--- config.mk ---
export PLATFORM = sky130hd
export DESIGN_NAME = execute_stage
export DESIGN_NICKNAME = d
export VERILOG_FILES = /design/src/rtl/execute_stage.sv
export SDC_FILE = /design/constraint.sdc
export NUM_CORES = 1
export LEC_CHECK = 0
export ABC_AREA = 0
export BUFFER_PORTS_ARGS = -buffer_cell sky130_fd_sc_hd__buf_2
export CAP_MARGIN = 10
export CORE_MARGIN = 5
export CORE_UTILIZATION = 40
export CTS_CLUSTER_DIAMETER = 50
export DETAILED_ROUTE_END_ITERATION = 8
export MAX_ROUTING_LAYER = met4
export PLACE_DENSITY = 0.7
export SLEW_MARGIN = 20
export SYNTH_ARGS = -nofsm -noshare
export SYNTH_HDL_FRONTEND = slang
export SYNTH_SLANG_ARGS = --single-unit
export TNS_END_PERCENT = 5
--- constraint.sdc ---
create_clock -name clk -period 14.5 [get_ports clk]
set_input_delay 2.9 -clock clk [delete_from_list [all_inputs] [get_ports clk]]
set_output_delay 2.9 -clock clk [all_outputs]
set_load 0.005 [all_outputs]
--- src/rtl/execute_stage.sv ---
// execute_stage - EX stage of the 5-stage pipeline.
//
// Selects forwarded operands, runs the ALU, resolves branches and jumps,
// computes the branch target and registers results/control into the EX/MEM
// pipeline register that feeds the memory stage.
//
// Optional feature macro: EXECUTE_MULDIV_EN
//   Defined   : MulE starts a 32-step shift-add multiplier (low WIDTH bits of
//               SrcA*SrcB). StallE freezes F/D/E for 33 cycles per multiply.
//   Undefined : MulE is ignored, StallE is constant 0, no multiplier logic.
//
// Ports:
//   clk, rst              clock, asynchronous active-high reset
//   RD1E, RD2E, ImmExtE   operands and sign-extended immediate from ID/EX
//   PCE, PCPlus4E         PC and PC+4 of the instruction in E
//   RdE, *E controls      decoded control for the instruction in E
//   ForwardAE/BE          00 = RDxE, 01 = ResultW, 10 = ALUResultM, 11 = RDxE
//   ResultW               writeback result (forwarding source)
//   *M outputs            EX/MEM pipeline register
//   PCSrcE, PCTargetE     combinational fetch redirect and target
//   StallE                combinational freeze request for F/D/E
module execute_stage #(
  parameter int WIDTH = 32
) (
  input  logic             clk,
  input  logic             rst,
  input  logic [WIDTH-1:0] RD1E,
  input  logic [WIDTH-1:0] RD2E,
  input  logic [WIDTH-1:0] ImmExtE,
  input  logic [WIDTH-1:0] PCE,
  input  logic [WIDTH-1:0] PCPlus4E,
  input  logic [4:0]       RdE,
  input  logic             RegWriteE,
  input  logic             MemWriteE,
  input  logic             JumpE,
  input  logic             BranchE,
  input  logic             ALUSrcE,
  input  logic             MulE,
  input  logic [1:0]       ResultSrcE,
  input  logic [2:0]       ALUControlE,
  input  logic [1:0]       ForwardAE,
  input  logic [1:0]       ForwardBE,
  input  logic [WIDTH-1:0] ResultW,
  output logic [WIDTH-1:0] ALUResultM,
  output logic [WIDTH-1:0] WriteDataM,
  output logic [WIDTH-1:0] PCPlus4M,
  output logic [4:0]       RdM,
  output logic             RegWriteM,
  output logic             MemWriteM,
  output logic [1:0]       ResultSrcM,
  output logic             PCSrcE,
  output logic [WIDTH-1:0] PCTargetE,
  output logic             StallE
);

  logic [WIDTH-1:0] src_a_s, src_b_s, write_data_s, alu_result_s, ex_result_s;
  logic             zero_s, pc_src_s, stall_s;

  logic [WIDTH-1:0] alu_result_q, alu_result_d;
  logic [WIDTH-1:0] write_data_q, write_data_d;
  logic [WIDTH-1:0] pc_plus4_q, pc_plus4_d;
  logic [4:0]       rd_q, rd_d;
  logic             reg_write_q, reg_write_d;
  logic             mem_write_q, mem_write_d;
  logic [1:0]       result_src_q, result_src_d;

  // Forwarding muxes; code 11 falls back to the register-file operand.
  always_comb begin
    case (ForwardAE)
      2'b01:   src_a_s = ResultW;
      2'b10:   src_a_s = alu_result_q;
      default: src_a_s = RD1E;
    endcase
    case (ForwardBE)
      2'b01:   write_data_s = ResultW;
      2'b10:   write_data_s = alu_result_q;
      default: write_data_s = RD2E;
    endcase
    src_b_s = ALUSrcE ? ImmExtE : write_data_s;
  end

  // ALU; add/sub wrap, slt is signed, shifts use the low five bits of SrcB.
  always_comb begin
    case (ALUControlE)
      3'b000:  alu_result_s = src_a_s + src_b_s;
      3'b001:  alu_result_s = src_a_s - src_b_s;
      3'b010:  alu_result_s = src_a_s & src_b_s;
      3'b011:  alu_result_s = src_a_s | src_b_s;
      3'b100:  alu_result_s = src_a_s ^ src_b_s;
      3'b101:  alu_result_s = {{(WIDTH-1){1'b0}}, ($signed(src_a_s) < $signed(src_b_s))};
      3'b110:  alu_result_s = src_a_s << src_b_s[4:0];
      3'b111:  alu_result_s = src_a_s >> src_b_s[4:0];
      default: alu_result_s = {WIDTH{1'b0}};
    endcase
  end

  assign zero_s    = (alu_result_s == {WIDTH{1'b0}});
  assign PCTargetE = PCE + ImmExtE;

`ifdef EXECUTE_MULDIV_EN
  typedef enum logic [1:0] {
    MUL_IDLE = 2'd0,
    MUL_BUSY = 2'd1,
    MUL_DONE = 2'd2
  } mul_state_e;

  mul_state_e       state_q, state_d;
  logic [WIDTH-1:0] mcand_q, mcand_d;
  logic [WIDTH-1:0] mplier_q, mplier_d;
  logic [WIDTH-1:0] acc_q, acc_d;
  logic [4:0]       count_q, count_d;

  // Multiplier next-state: operands are latched on entry so forwarding
  // changes while BUSY cannot disturb the product.
  always_comb begin
    state_d  = state_q;
    mcand_d  = mcand_q;
    mplier_d = mplier_q;
    acc_d    = acc_q;
    count_d  = count_q;
    stall_s  = 1'b0;
    case (state_q)
      MUL_IDLE: begin
        stall_s = MulE;
        if (MulE) begin
          mcand_d  = src_a_s;
          mplier_d = src_b_s;
          acc_d    = {WIDTH{1'b0}};
          count_d  = 5'd0;
          state_d  = MUL_BUSY;
        end else begin
          state_d  = MUL_IDLE;
        end
      end
      MUL_BUSY: begin
        stall_s = 1'b1;
        if (mplier_q[0]) begin
          acc_d = acc_q + mcand_q;
        end else begin
          acc_d = acc_q;
        end
        mcand_d  = mcand_q << 1;
        mplier_d = mplier_q >> 1;
        count_d  = count_q + 5'd1;
        if (count_q == 5'd31) begin
          state_d = MUL_DONE;
        end else begin
          state_d = MUL_BUSY;
        end
      end
      MUL_DONE: begin
        stall_s = 1'b0;
        state_d = MUL_IDLE;
      end
      default: begin
        stall_s = 1'b0;
        state_d = MUL_IDLE;
      end
    endcase
  end

  // Multiplier state register.
  always_ff @(posedge clk or posedge rst) begin
    if (rst) begin
      state_q  <= MUL_IDLE;
      mcand_q  <= {WIDTH{1'b0}};
      mplier_q <= {WIDTH{1'b0}};
      acc_q    <= {WIDTH{1'b0}};
      count_q  <= 5'd0;
    end else begin
      state_q  <= state_d;
      mcand_q  <= mcand_d;
      mplier_q <= mplier_d;
      acc_q    <= acc_d;
      count_q  <= count_d;
    end
  end

  // A multiply never redirects fetch.
  assign ex_result_s = (state_q == MUL_DONE) ? acc_q : alu_result_s;
  assign pc_src_s    = ~MulE & (JumpE | (BranchE & zero_s));
`else
  // MulE has no function in this build; masking it keeps StallE constant 0.
  assign stall_s     = MulE & 1'b0;
  assign ex_result_s = alu_result_s;
  assign pc_src_s    = JumpE | (BranchE & zero_s);
`endif

  assign PCSrcE = pc_src_s;
  assign StallE = stall_s;

  // EX/MEM next value: a bubble while stalled, otherwise the E-stage results.
  always_comb begin
    if (stall_s) begin
      alu_result_d = {WIDTH{1'b0}};
      write_data_d = {WIDTH{1'b0}};
      pc_plus4_d   = {WIDTH{1'b0}};
      rd_d         = 5'd0;
      reg_write_d  = 1'b0;
      mem_write_d  = 1'b0;
      result_src_d = 2'b00;
    end else begin
      alu_result_d = ex_result_s;
      write_data_d = write_data_s;
      pc_plus4_d   = PCPlus4E;
      rd_d         = RdE;
      reg_write_d  = RegWriteE;
      mem_write_d  = MemWriteE;
      result_src_d = ResultSrcE;
    end
  end

  // EX/MEM pipeline register.
  always_ff @(posedge clk or posedge rst) begin
    if (rst) begin
      alu_result_q <= {WIDTH{1'b0}};
      write_data_q <= {WIDTH{1'b0}};
      pc_plus4_q   <= {WIDTH{1'b0}};
      rd_q         <= 5'd0;
      reg_write_q  <= 1'b0;
      mem_write_q  <= 1'b0;
      result_src_q <= 2'b00;
    end else begin
      alu_result_q <= alu_result_d;
      write_data_q <= write_data_d;
      pc_plus4_q   <= pc_plus4_d;
      rd_q         <= rd_d;
      reg_write_q  <= reg_write_d;
      mem_write_q  <= mem_write_d;
      result_src_q <= result_src_d;
    end
  end

  assign ALUResultM = alu_result_q;
  assign WriteDataM = write_data_q;
  assign PCPlus4M   = pc_plus4_q;
  assign RdM        = rd_q;
  assign RegWriteM  = reg_write_q;
  assign MemWriteM  = mem_write_q;
  assign ResultSrcM = result_src_q;

endmodule

== Word-level counts from Yosys, hierarchy flattened ==
Index checks and enable logic that the tools add are counted.

* Register bits after elaboration: 105
* Bits of input ports: 214
* Output and inout port bits: 139
* Logic and storage cells: 35

* Add/sub/neg operators: 3
* Magnitude comparators: 1
* Eq/ne operators: 11
* Shifts and indexed selects: 2
* Mux-type cells: 4
* Bitwise operators: 5
* Reductions and logical operators: 2

{| class="wikitable"
|+ Operators by type and width
! cell !! count
|-
| 32-bit one-hot mux with 8 select lines || 1
|-
| 32-bit one-hot mux with 2 select lines || 2
|-
| 32-bit adder || 2
|-
| 32-bit AND || 1
|-
| 32-bit logical NOT || 1
|-
| 32-bit < comparator || 1
|-
| 32-bit 2-to-1 mux || 1
|-
| 32-bit OR || 1
|-
| 32-bit by 5-bit left shift with 32-bit output || 1
|-
| 32-bit by 5-bit right shift with 32-bit output || 1
|-
| 32-bit subtractor || 1
|-
| 32-bit bitwise XOR || 1
|-
| 3-bit == test (second input constant) || 4
|-
| 3-bit by 2-bit == test with 1-bit output (second input constant) || 2
|-
| 2-bit by 1-bit == test with 1-bit output (second input constant) || 2
|-
| 2-bit == test (second input constant) || 2
|-
| 3-bit by 1-bit == test with 1-bit output (second input constant) || 1
|-
| 3-bit logical NOT || 1
|-
| 1-bit AND || 1
|-
| 1-bit OR || 1
|}

== Depth between registers and ports, before layout ==
Gate-level depths: netlist of the first run.

* Depth after elaboration: 8
* Depth in mapped cells: 25
* Gate-level depth less buffers: 20

== Worst setup path before layout of the first run ==
OpenSTA, ideal clock, no wires.

* Path kind: input -> output
* Start: in ForwardBE[1]
* End: out PCSrcE
* Data arrival time: 7.592 ns
* Required time: 11.600 ns
* Slack: 4.008 ns
* Stages on the path: 22
* Buffers on the path: 5
* Path through: inv_1 > ha_1 > buf_2 > a221oi_1 > o31a_1 > buf_2 > buf_1 > clkbuf_1 > ha_1 > buf_4 > o211ai_1 > a21o_1 > a2111oi_4 > nor3_2 > or4b_4 > a2111oi_4 > nor3_2 > xnor2_2 > o221ai_2 > nor4_2 > nand4_1 > o41ai_2

* Word-level cells in the longest chain between the ends: 8
* Elaborated cells between the ends (all ways): 16
* Classes of those cells: 2 x add/sub; 1 x order compare; 2 x eq/ne; 2 x shift; 3 x mux; 5 x bitwise; 1 x reduce/logical

{| class="wikitable"
|+ Ends and longest elaborated chain
! element !! line !! RTL
|-
| start, declared || 42 || <nowiki>input logic [1:0] ForwardBE,</nowiki>
|-
| 2-bit == test or 2-bit by 1-bit == test with 1-bit output (tied branches) || 74 || <nowiki>case (ForwardBE)</nowiki>
|-
| 32-bit one-hot mux with 2 select lines * || 74 ||
|-
| 32-bit 2-to-1 mux * || 79 || <nowiki>src_b_s = ALUSrcE ? ImmExtE : write_data_s;</nowiki>
|-
| 32-bit subtractor (tied with other cells) || 86 || <nowiki>3'b001: alu_result_s = src_a_s - src_b_s;</nowiki>
|-
| 32-bit one-hot mux with 8 select lines * || 84 || <nowiki>case (ALUControlE)</nowiki>
|-
| named net alu_result_d[23] || 59 || <nowiki>logic [WIDTH-1:0] alu_result_q, alu_result_d;</nowiki>
|-
| 32-bit logical NOT * || 97 || <nowiki>assign zero_s = (alu_result_s == {WIDTH{1'b0}});</nowiki>
|-
| 1-bit AND * || 186 || <nowiki>assign pc_src_s = JumpE | (BranchE & zero_s);</nowiki>
|-
| 1-bit OR * || 186 ||
|-
| end, declared || 51 || <nowiki>output logic PCSrcE,</nowiki>
|}

The timed path passes the listed nets; every way through them passes the cells marked *.

== Final worst setup path of the first run ==
* Start: in ForwardAE[0]
* End: out PCSrcE

* Word-level cells in the longest chain between the ends: 7
* Elaborated cells between the ends (all ways): 15
* Classes of those cells: 2 x add/sub; 1 x order compare; 2 x eq/ne; 2 x shift; 2 x mux; 5 x bitwise; 1 x reduce/logical

{| class="wikitable"
|+ Ends and longest elaborated chain
! element !! line !! RTL
|-
| start, declared || 41 || <nowiki>input logic [1:0] ForwardAE,</nowiki>
|-
| 2-bit == test or 2-bit by 1-bit == test with 1-bit output (tied branches) || 69 || <nowiki>case (ForwardAE)</nowiki>
|-
| 32-bit one-hot mux with 2 select lines * || 69 ||
|-
| 32-bit subtractor (tied with other cells) || 86 ||
|-
| 32-bit one-hot mux with 8 select lines * || 84 ||
|-
| 32-bit logical NOT * || 97 ||
|-
| 1-bit AND * || 186 ||
|-
| 1-bit OR * || 186 ||
|}

Every way passes the cells marked *; elsewhere a longest branch is shown, timed or not.

==> results.tsv, run 1 <==
stage	metric	value	unit
outcome	status	finished, final reports clean	
run	max-cap viol count	0	
route	DR vias	16710	
pwr	leak pwr	7.821	nW
logic_synthesis	Synth area leader	dfrtp_1	
sta	skew final	0.01415	ns
logic_synthesis	mux contribution to synthesized area	7.231	%
global_route	vias in the first global route	15704	
sta	Slew Limit Fails	0	
global_route	first-pass GRT wire length	101.3	mm
clock_tree	Worst-Skew Late Latency	0.37	ns
setup_path	CP max FO	17	
logic_synthesis	XOR/XNOR Fraction of Synth Area	3.159	%
route	metal3 WL	7.685	mm
logic_synthesis	number of synthesized flops with an enable pin	0	
logic_synthesis	synth top area cells	dfrtp_1, ha_1, mux2i_1	
logic_synthesis	FF+latch count, synth	105	
sta	Final setup viols	0	
floorplan	Die X-Extent	197.8	um
floorplan	Die Y	197.8	um
setup_path	CP endpoint kind	primary output	
clock_tree	number of buffers on the longest clock path	2	
sta	RSZ-0062 raised after global routing	false	
clock_tree	clock tree root buffer cell	clkbuf_16	
route	vias per cell	6.385	
setup_path	CP cell instances	buf_2 > inv_1 > ha_1 > inv_2 > o21ai_0 > inv_1 > ha_1 > fa_1 > nand2b_1 > a2111oi_0 > or4b_1 > a211oi_1 > o21ai_0 > nand2_1 > xor2_1 > o221a_2 > o2111ai_1 > nor4_2 > nand4_1 > o41ai_2 > buf_2	
logic_synthesis	sequential-to-total area share from yosys stat	18.63	%
clock_tree	Clock Pin Slew Worst Setup and Hold Paths	0.08	ns
sta	min Tclk post-route	12.19	ns
sta	Max Freq	82.01	MHz
logic_synthesis	syn_area_per_cell	7.489	sq um
logic_synthesis	post-synthesis cell area	0.01410	sq mm
global_route	Remaining Overflow, GRT	0	
logic_synthesis	Post-Synth Adder-Cell Area	12.14	%
floorplan	Initial Utilization	40.62	%
final_layout	proportion of layout cells with a drive suffix above 1	20.48	%
pwr	combinational power share	62.6	%
setup_path	WP data required	11.60	ns
route	DRC viols	0	
final_layout	final core occ	47.17	%
clock_tree	H-tree depth	3	
final_layout	commonest non-fill, non-tap cell in the layout	buf_2	
place	Post-DP Area	0.01604	sq mm
route	Routed WL	70.60	mm
setup_path	Worst Path Arrival	9.29	ns
global_route	overall routing resource usage	34.80	%
sta	total negative setup slack	0	ns
logic_synthesis	YS warnings	0	
place	DPL Wire Length	57.82	mm
logic_synthesis	Mapped Nets	2232	
clock_tree	post-CTS sizing	0	
logic_synthesis	Compound-Gate Fraction of Synth Area	33.30	%
pwr	switching share of total power	50.86	%
setup_path	slowest stage delay, CP	0.78	ns
logic_synthesis	Yosys cell types	100	
final_layout	Layout area overhead	16.12	%
pwr	Psw	0.8711	mW
route	Metal-1 WL	27.44	mm
route	Iteration-0 DRC Markers	2350	
floorplan	core area	0.03471	sq mm
logic_synthesis	main flop type after synthesis	dfrtp_1	
setup_path	CP max stage cell	o21ai_0	
sta	slew margin rel.	27.06	%
logic_synthesis	Post-synth ARST share	100.0	%
route	drt wl/cell	26.98	um
sta	final hold vios	0	
clock_tree	Post-CTS Hold Buffers	0	
logic_synthesis	simple logic cell fraction of the synthesized area	17.08	%
pwr	Peak supply drop	0.05697	mV
logic_synthesis	largest family of logic cells by synthesized area	compound AO/OA/AOI/OAI gates	
clock_tree	TritonCTS clock tree	yes	
clock_tree	clock sinks	105	
route	highest metal used	met4	
pwr	clock network power share	15.5	%
pwr	Int Pwr	0.8417	mW
floorplan	Rows	68	
route	DR WL met2	31.86	mm
sta	period utilization	84.10	%
pwr	PwrDens	104.6	mW/mm^2
logic_synthesis	Synth Instances	1883	
global_route	antenna violations before repair	9	
route	DR pass1 iterations	8	
setup_path	Setup Crit Path Kind	in -> out	
place	port bufs	350	
floorplan	I/O pin count	353	
final_layout	commonest non-fill, non-tap cells in the layout	buf_2, nor2_1, a21oi_1	
sta	worst slew pin tran	1.083	ns
worst_hold_path	class of the worst hold path	reg -> reg	
final_layout	final instance area	0.01638	sq mm
setup_path	Worst Setup Start Kind	input pin	
global_route	largest net degree at the start of global routing	73	
final_layout	Filler Cell Count	3572	
pwr	Flop pwr share	21.9	%
clock_tree	Num CTS Buffers	9	
logic_synthesis	Yosys top cell area share	18.63	%
route	post-route ant nets	0	
floorplan	area of the die	0.03911	sq mm
final_layout	layout net count	2497	
clock_tree	number of setup buffers added after CTS	0	
place	routability-driven placement congestion ratio	1.061	
==> worst paths after layout <==
check	slack, ns	endpoint	start	cells past startpoint
max	2.31	PCSrcE	ForwardAE[0]	21
min	0.64	WriteDataM[1]	ALUResultM[1]	2
max reg2reg	9.14	ALUResultM[29]	ALUResultM[4]	14
min reg2reg	0.64	WriteDataM[1]	ALUResultM[1]	2
max in group asynchronous	10.63	WriteDataM[23]	rst	3
min in group asynchronous	2.54	RegWriteM	rst	2
==> layout make-up <==
type	instances	area, sq um	area share [%]
multi-input cells	1501	10300	62.87
flip-flops and latches	105	2628	16.05
repair buffers	380	1977	12.07
inverters	151	573.1	3.499
well taps	455	569.3	3.476
clock buffers	11	242.7	1.482
clock inverters	5	67.56	0.4126
diodes	9	22.52	0.1375
==> cell usage after synthesis (7+ instances only) <==
master and n:
inv_1 146, clkbuf_1 59, buf_1 21, a222oi_1 8, a21o_1 21, o21a_1 13
mux2i_1 94, and2_1 7, o21ai_1 19, a221o_1 23, a221oi_1 21, nand3_1 34
dfrtp_1 105, nor2_1 199, a21oi_1 152, nor3_1 36, xor2_1 12, ha_1 132
and3_1 13, o31ai_1 11, a211oi_1 25, buf_4 9, o221ai_1 11, xnor2_1 37
nand2_1 139, o31a_1 7, buf_6 9, o22ai_1 50, nand2b_1 18, a31oi_1 15
or3_1 11, or2_2 9, nor2b_1 19, o211ai_1 30, o21ai_0 129, buf_2 27
a22oi_1 58, a211o_1 8, o2111ai_1 7, o21bai_1 12, nand4_1 11
==> worst max-delay path, delay by kind of cell <==
| family | cells | cell delay, ns |
|---|---|---|
| AOI/OAI and AO/OA | 7 | 2.50 |
| adders and majority gates | 3 | 1.30 |
| xor gates and xnor gates | 1 | 0.38 |
| and+or+nand+nor | 5 | 1.45 |
| buffers and inverters | 5 | 0.75 |
==> per-stage QoR <==
stage,power (mW),cells,hold slack [ns],setup slack (ns)
6_report,1.713,2617,0.6384,2.306
4_1_cts,1.677,2608,0.6321,2.450
3_5_place_dp,1.409,2592,0.6177,2.469
2_1_floorplan,1.021,1883,0.5557,4.008
3_3_place_gp,1.406,2592,0.6151,2.454
5_1_grt,1.791,2616,0.6867,2.068
==> state kept, by name, summed over array words and instances (netlist names) <==
register and count:
ALUResultM 32, PCPlus4M 32, WriteDataM 32, RdM 5, ResultSrcM 2, MemWriteM 1, RegWriteM 1
==> power groups by stage <==
stage / registers [mW] / logic (mW) / clock network (mW)
floorplan: 0.363 / 0.658 / 0
global placement: 0.378 / 1.03 / 0
detailed placement: 0.379 / 1.03 / 0
CTS: 0.373 / 1.04 / 0.268
global route: 0.376 / 1.14 / 0.276
finish: 0.375 / 1.07 / 0.265
==> kinds of logic after synthesis <==
family                     after synthesis
AOI/OAI and AO/OA                      692
and+or+nand+nor                        524
buffers and inverters                  277
adders and majority gates              135
DFF                                    105
muxes                                   99
xor gates and xnor gates                50
other                                    1
==> per-layer routing <==
metal	track usage, %	vias to the layer above
li1	-	7464
met5	-	-
met2	53.95	1129
met1	44.21	7907
met4	15.12	0
met3	6.874	210
(Power assumes the default switching activity.)
==> run 2, diff against run 1 <==
- clock period: 14.5 -> 11.6 ns (I/O delays scaled with it)
==> run 2 against run 1 <==
- cell count up 0.23%
- critical path depth unchanged
- total power up 26%
- clock-buffer cell count down 2
- sequential power up 25%
- wire length up 2.4%
- critical path type unchanged
- highest routed layer unchanged
==> results.tsv, run 2 (synthesis results as in run 1) <==
stage	metric	value	unit
setup_path	WP data required	9.28	ns
route	DR vias	16929	
route	post-route ant nets	0	
floorplan	Die Y	197.8	um
place	port bufs	350	
clock_tree	clock tree root buffer cell	clkbuf_16	
pwr	PwrDens	131.0	mW/mm^2
sta	worst slew pin tran	1.109	ns
route	DRC viols	0	
setup_path	CP cell instances	buf_2 > inv_1 > ha_1 > inv_2 > o21ai_0 > inv_1 > ha_1 > fa_1 > nand2b_1 > a2111oi_0 > or4b_1 > a211oi_1 > o21ai_0 > nand2_1 > xor2_1 > o221a_2 > o2111ai_1 > nor4_2 > nand4_1 > o41ai_2 > buf_2	
setup_path	CP max FO	17	
global_route	first-pass GRT wire length	104.1	mm
final_layout	commonest non-fill, non-tap cell in the layout	buf_2	
route	DR pass1 iterations	8	
clock_tree	post-CTS sizing	0	
setup_path	CP max stage cell	o21ai_0	
sta	Slew Limit Fails	0	
final_layout	layout net count	2507	
setup_path	CP Capture Point	PCSrcE	
run	max-cap viol count	0	
clock_tree	Worst-Skew Late Latency	0.37	ns
final_layout	final cell count without fillers	2623	
sta	worst hold slack	0.6671	ns
sta	RSZ-0062 raised after global routing	false	
setup_path	Worst Setup Start Kind	input pin	
sta	total negative setup slack	0	ns
place	DPL Wire Length	58.81	mm
final_layout	commonest non-fill, non-tap cells in the layout	buf_2, nor2_1, a21oi_1	
route	Iteration-0 DRC Markers	2330	
sta	Final setup viols	0	
final_layout	final core occ	47.39	%
pwr	Peak supply drop	0.06728	mV
setup_path	Setup Crit Path Kind	in -> out	
worst_hold_path	class of the worst hold path	reg -> reg	
floorplan	I/O pin count	353	
route	drt wl/cell	27.57	um
place	dpl cells	2602	
clock_tree	number of setup buffers added after CTS	0	
final_layout	Layout area overhead	16.65	%
floorplan	Rows	68	
sta	slew margin rel.	25.30	%
final_layout	proportion of layout cells with a drive suffix above 1	20.90	%
setup_path	R2R depth	14	
final_layout	Filler Cell Count	3571	
setup_path	Critical path origin	ForwardAE[0]	
sta	period utilization	93.02	%
setup_path	slowest stage delay, CP	0.79	ns
floorplan	Initial Utilization	40.62	%
clock_tree	TritonCTS clock tree	yes	
global_route	vias in the first global route	16068	
floorplan	area of the die	0.03911	sq mm
sta	Max Freq	92.67	MHz
setup_path	Worst Path Arrival	8.47	ns
setup_path	CP endpoint kind	primary output	
setup_path	reg2reg start	ALUResultM[4]	
clock_tree	Clock Pin Slew Worst Setup and Hold Paths	0.08	ns
global_route	antenna violations before repair	6	
pwr	leak pwr	7.873	nW
sta	min Tclk post-route	10.79	ns
setup_path	worst r2r dst	ALUResultM[29]	
global_route	overall routing resource usage	35.85	%
global_route	Remaining Overflow, GRT	0	
clock_tree	clock sinks	105	
clock_tree	Post-CTS Hold Buffers	0	
setup_path	reg-to-reg slack, setup	6.37	ns
sta	skew final	0.01173	ns
floorplan	core area	0.03471	sq mm
route	Routed WL	72.31	mm
global_route	largest net degree at the start of global routing	73	
sta	final hold vios	0	
clock_tree	H-tree depth	3	
floorplan	Die X-Extent	197.8	um
route	vias per cell	6.454	
clock_tree	number of buffers on the longest clock path	2	
place	routability-driven placement congestion ratio	1.047	
outcome	status	finished, final reports clean	
clock_tree	Num CTS Buffers	9	
[run 2: cell types whose count changed in the layout (fill, tap and decap cells not counted), sizes merged]
cell	previous run	this run
buf	380	390
diode	9	5
clkbuf	11	9
clkinv	2	4
[run 2: worst min path at each step]
stage | from | to | slack [ns] | cells past startpoint
floorplan | ALUResultM[1] | WriteDataM[1] | 0.56 | 2
global placement | ALUResultM[4] | WriteDataM[4] | 0.63 | 2
detailed placement | ALUResultM[1] | WriteDataM[1] | 0.65 | 2
CTS | ALUResultM[4] | WriteDataM[4] | 0.66 | 2
global route | ALUResultM[4] | WriteDataM[4] | 0.71 | 2
finish | ALUResultM[4] | WriteDataM[4] | 0.67 | 2
[run 2: layout make-up]
| type | instances | area [sq um] | share of cell area (%) |
|---|---|---|---|
| Multi-Input combinational cell | 1501 | 10300 | 62.59 |
| Sequential cell | 105 | 2628 | 15.97 |
| Timing Repair Buffer | 390 | 2052 | 12.47 |
| Inverter | 151 | 573.1 | 3.483 |
| Tap cell | 455 | 569.3 | 3.461 |
| Clock buffer | 9 | 225.2 | 1.369 |
| Clock inverter | 7 | 95.09 | 0.5780 |
| Antenna cell | 5 | 12.51 | 0.07606 |
[run 2: routing by layer]
layer | up-vias | track usage (%) | routed length (um)
met2 | 1087 | 56.37 | 32800
li1 | 7468 | - | -
met4 | 0 | 14.26 | 3628
met1 | 8160 | 46.07 | 28530
met3 | 214 | 6.006 | 7353
met5 | - | - | 0
[run 2: critical path, delay by kind of cell]
family                   cells  cell delay [ns]
AO/OA/AOI/OAI                7             2.35
adder cells (fa/ha/maj)      3             1.30
buffers and inverters        5             0.74
XOR/XNOR                     1             0.34
AND/OR/NAND/NOR              5             1.42
[run 2: where the power goes]
group / internal [mW] / total [mW] / switching [mW] / leakage (nW)
clock: 0.175 / 0.340 / 0.165 / 0.157
sequential: 0.415 / 0.469 / 0.0536 / 1.27
combinational: 0.464 / 1.35 / 0.882 / 6.44
[run 2: stage by stage]
step | instance area, sq um | worst slack [ns] | total power [mW]
3_3_place_gp | 16120 | 1.189 | 1.763
6_report | 16450 | 0.8095 | 2.155
4_1_cts | 16440 | 0.9824 | 2.110
5_1_grt | 16450 | 0.5522 | 2.255
3_5_place_dp | 16120 | 0.9978 | 1.767
2_1_floorplan | 14100 | 2.268 | 1.276
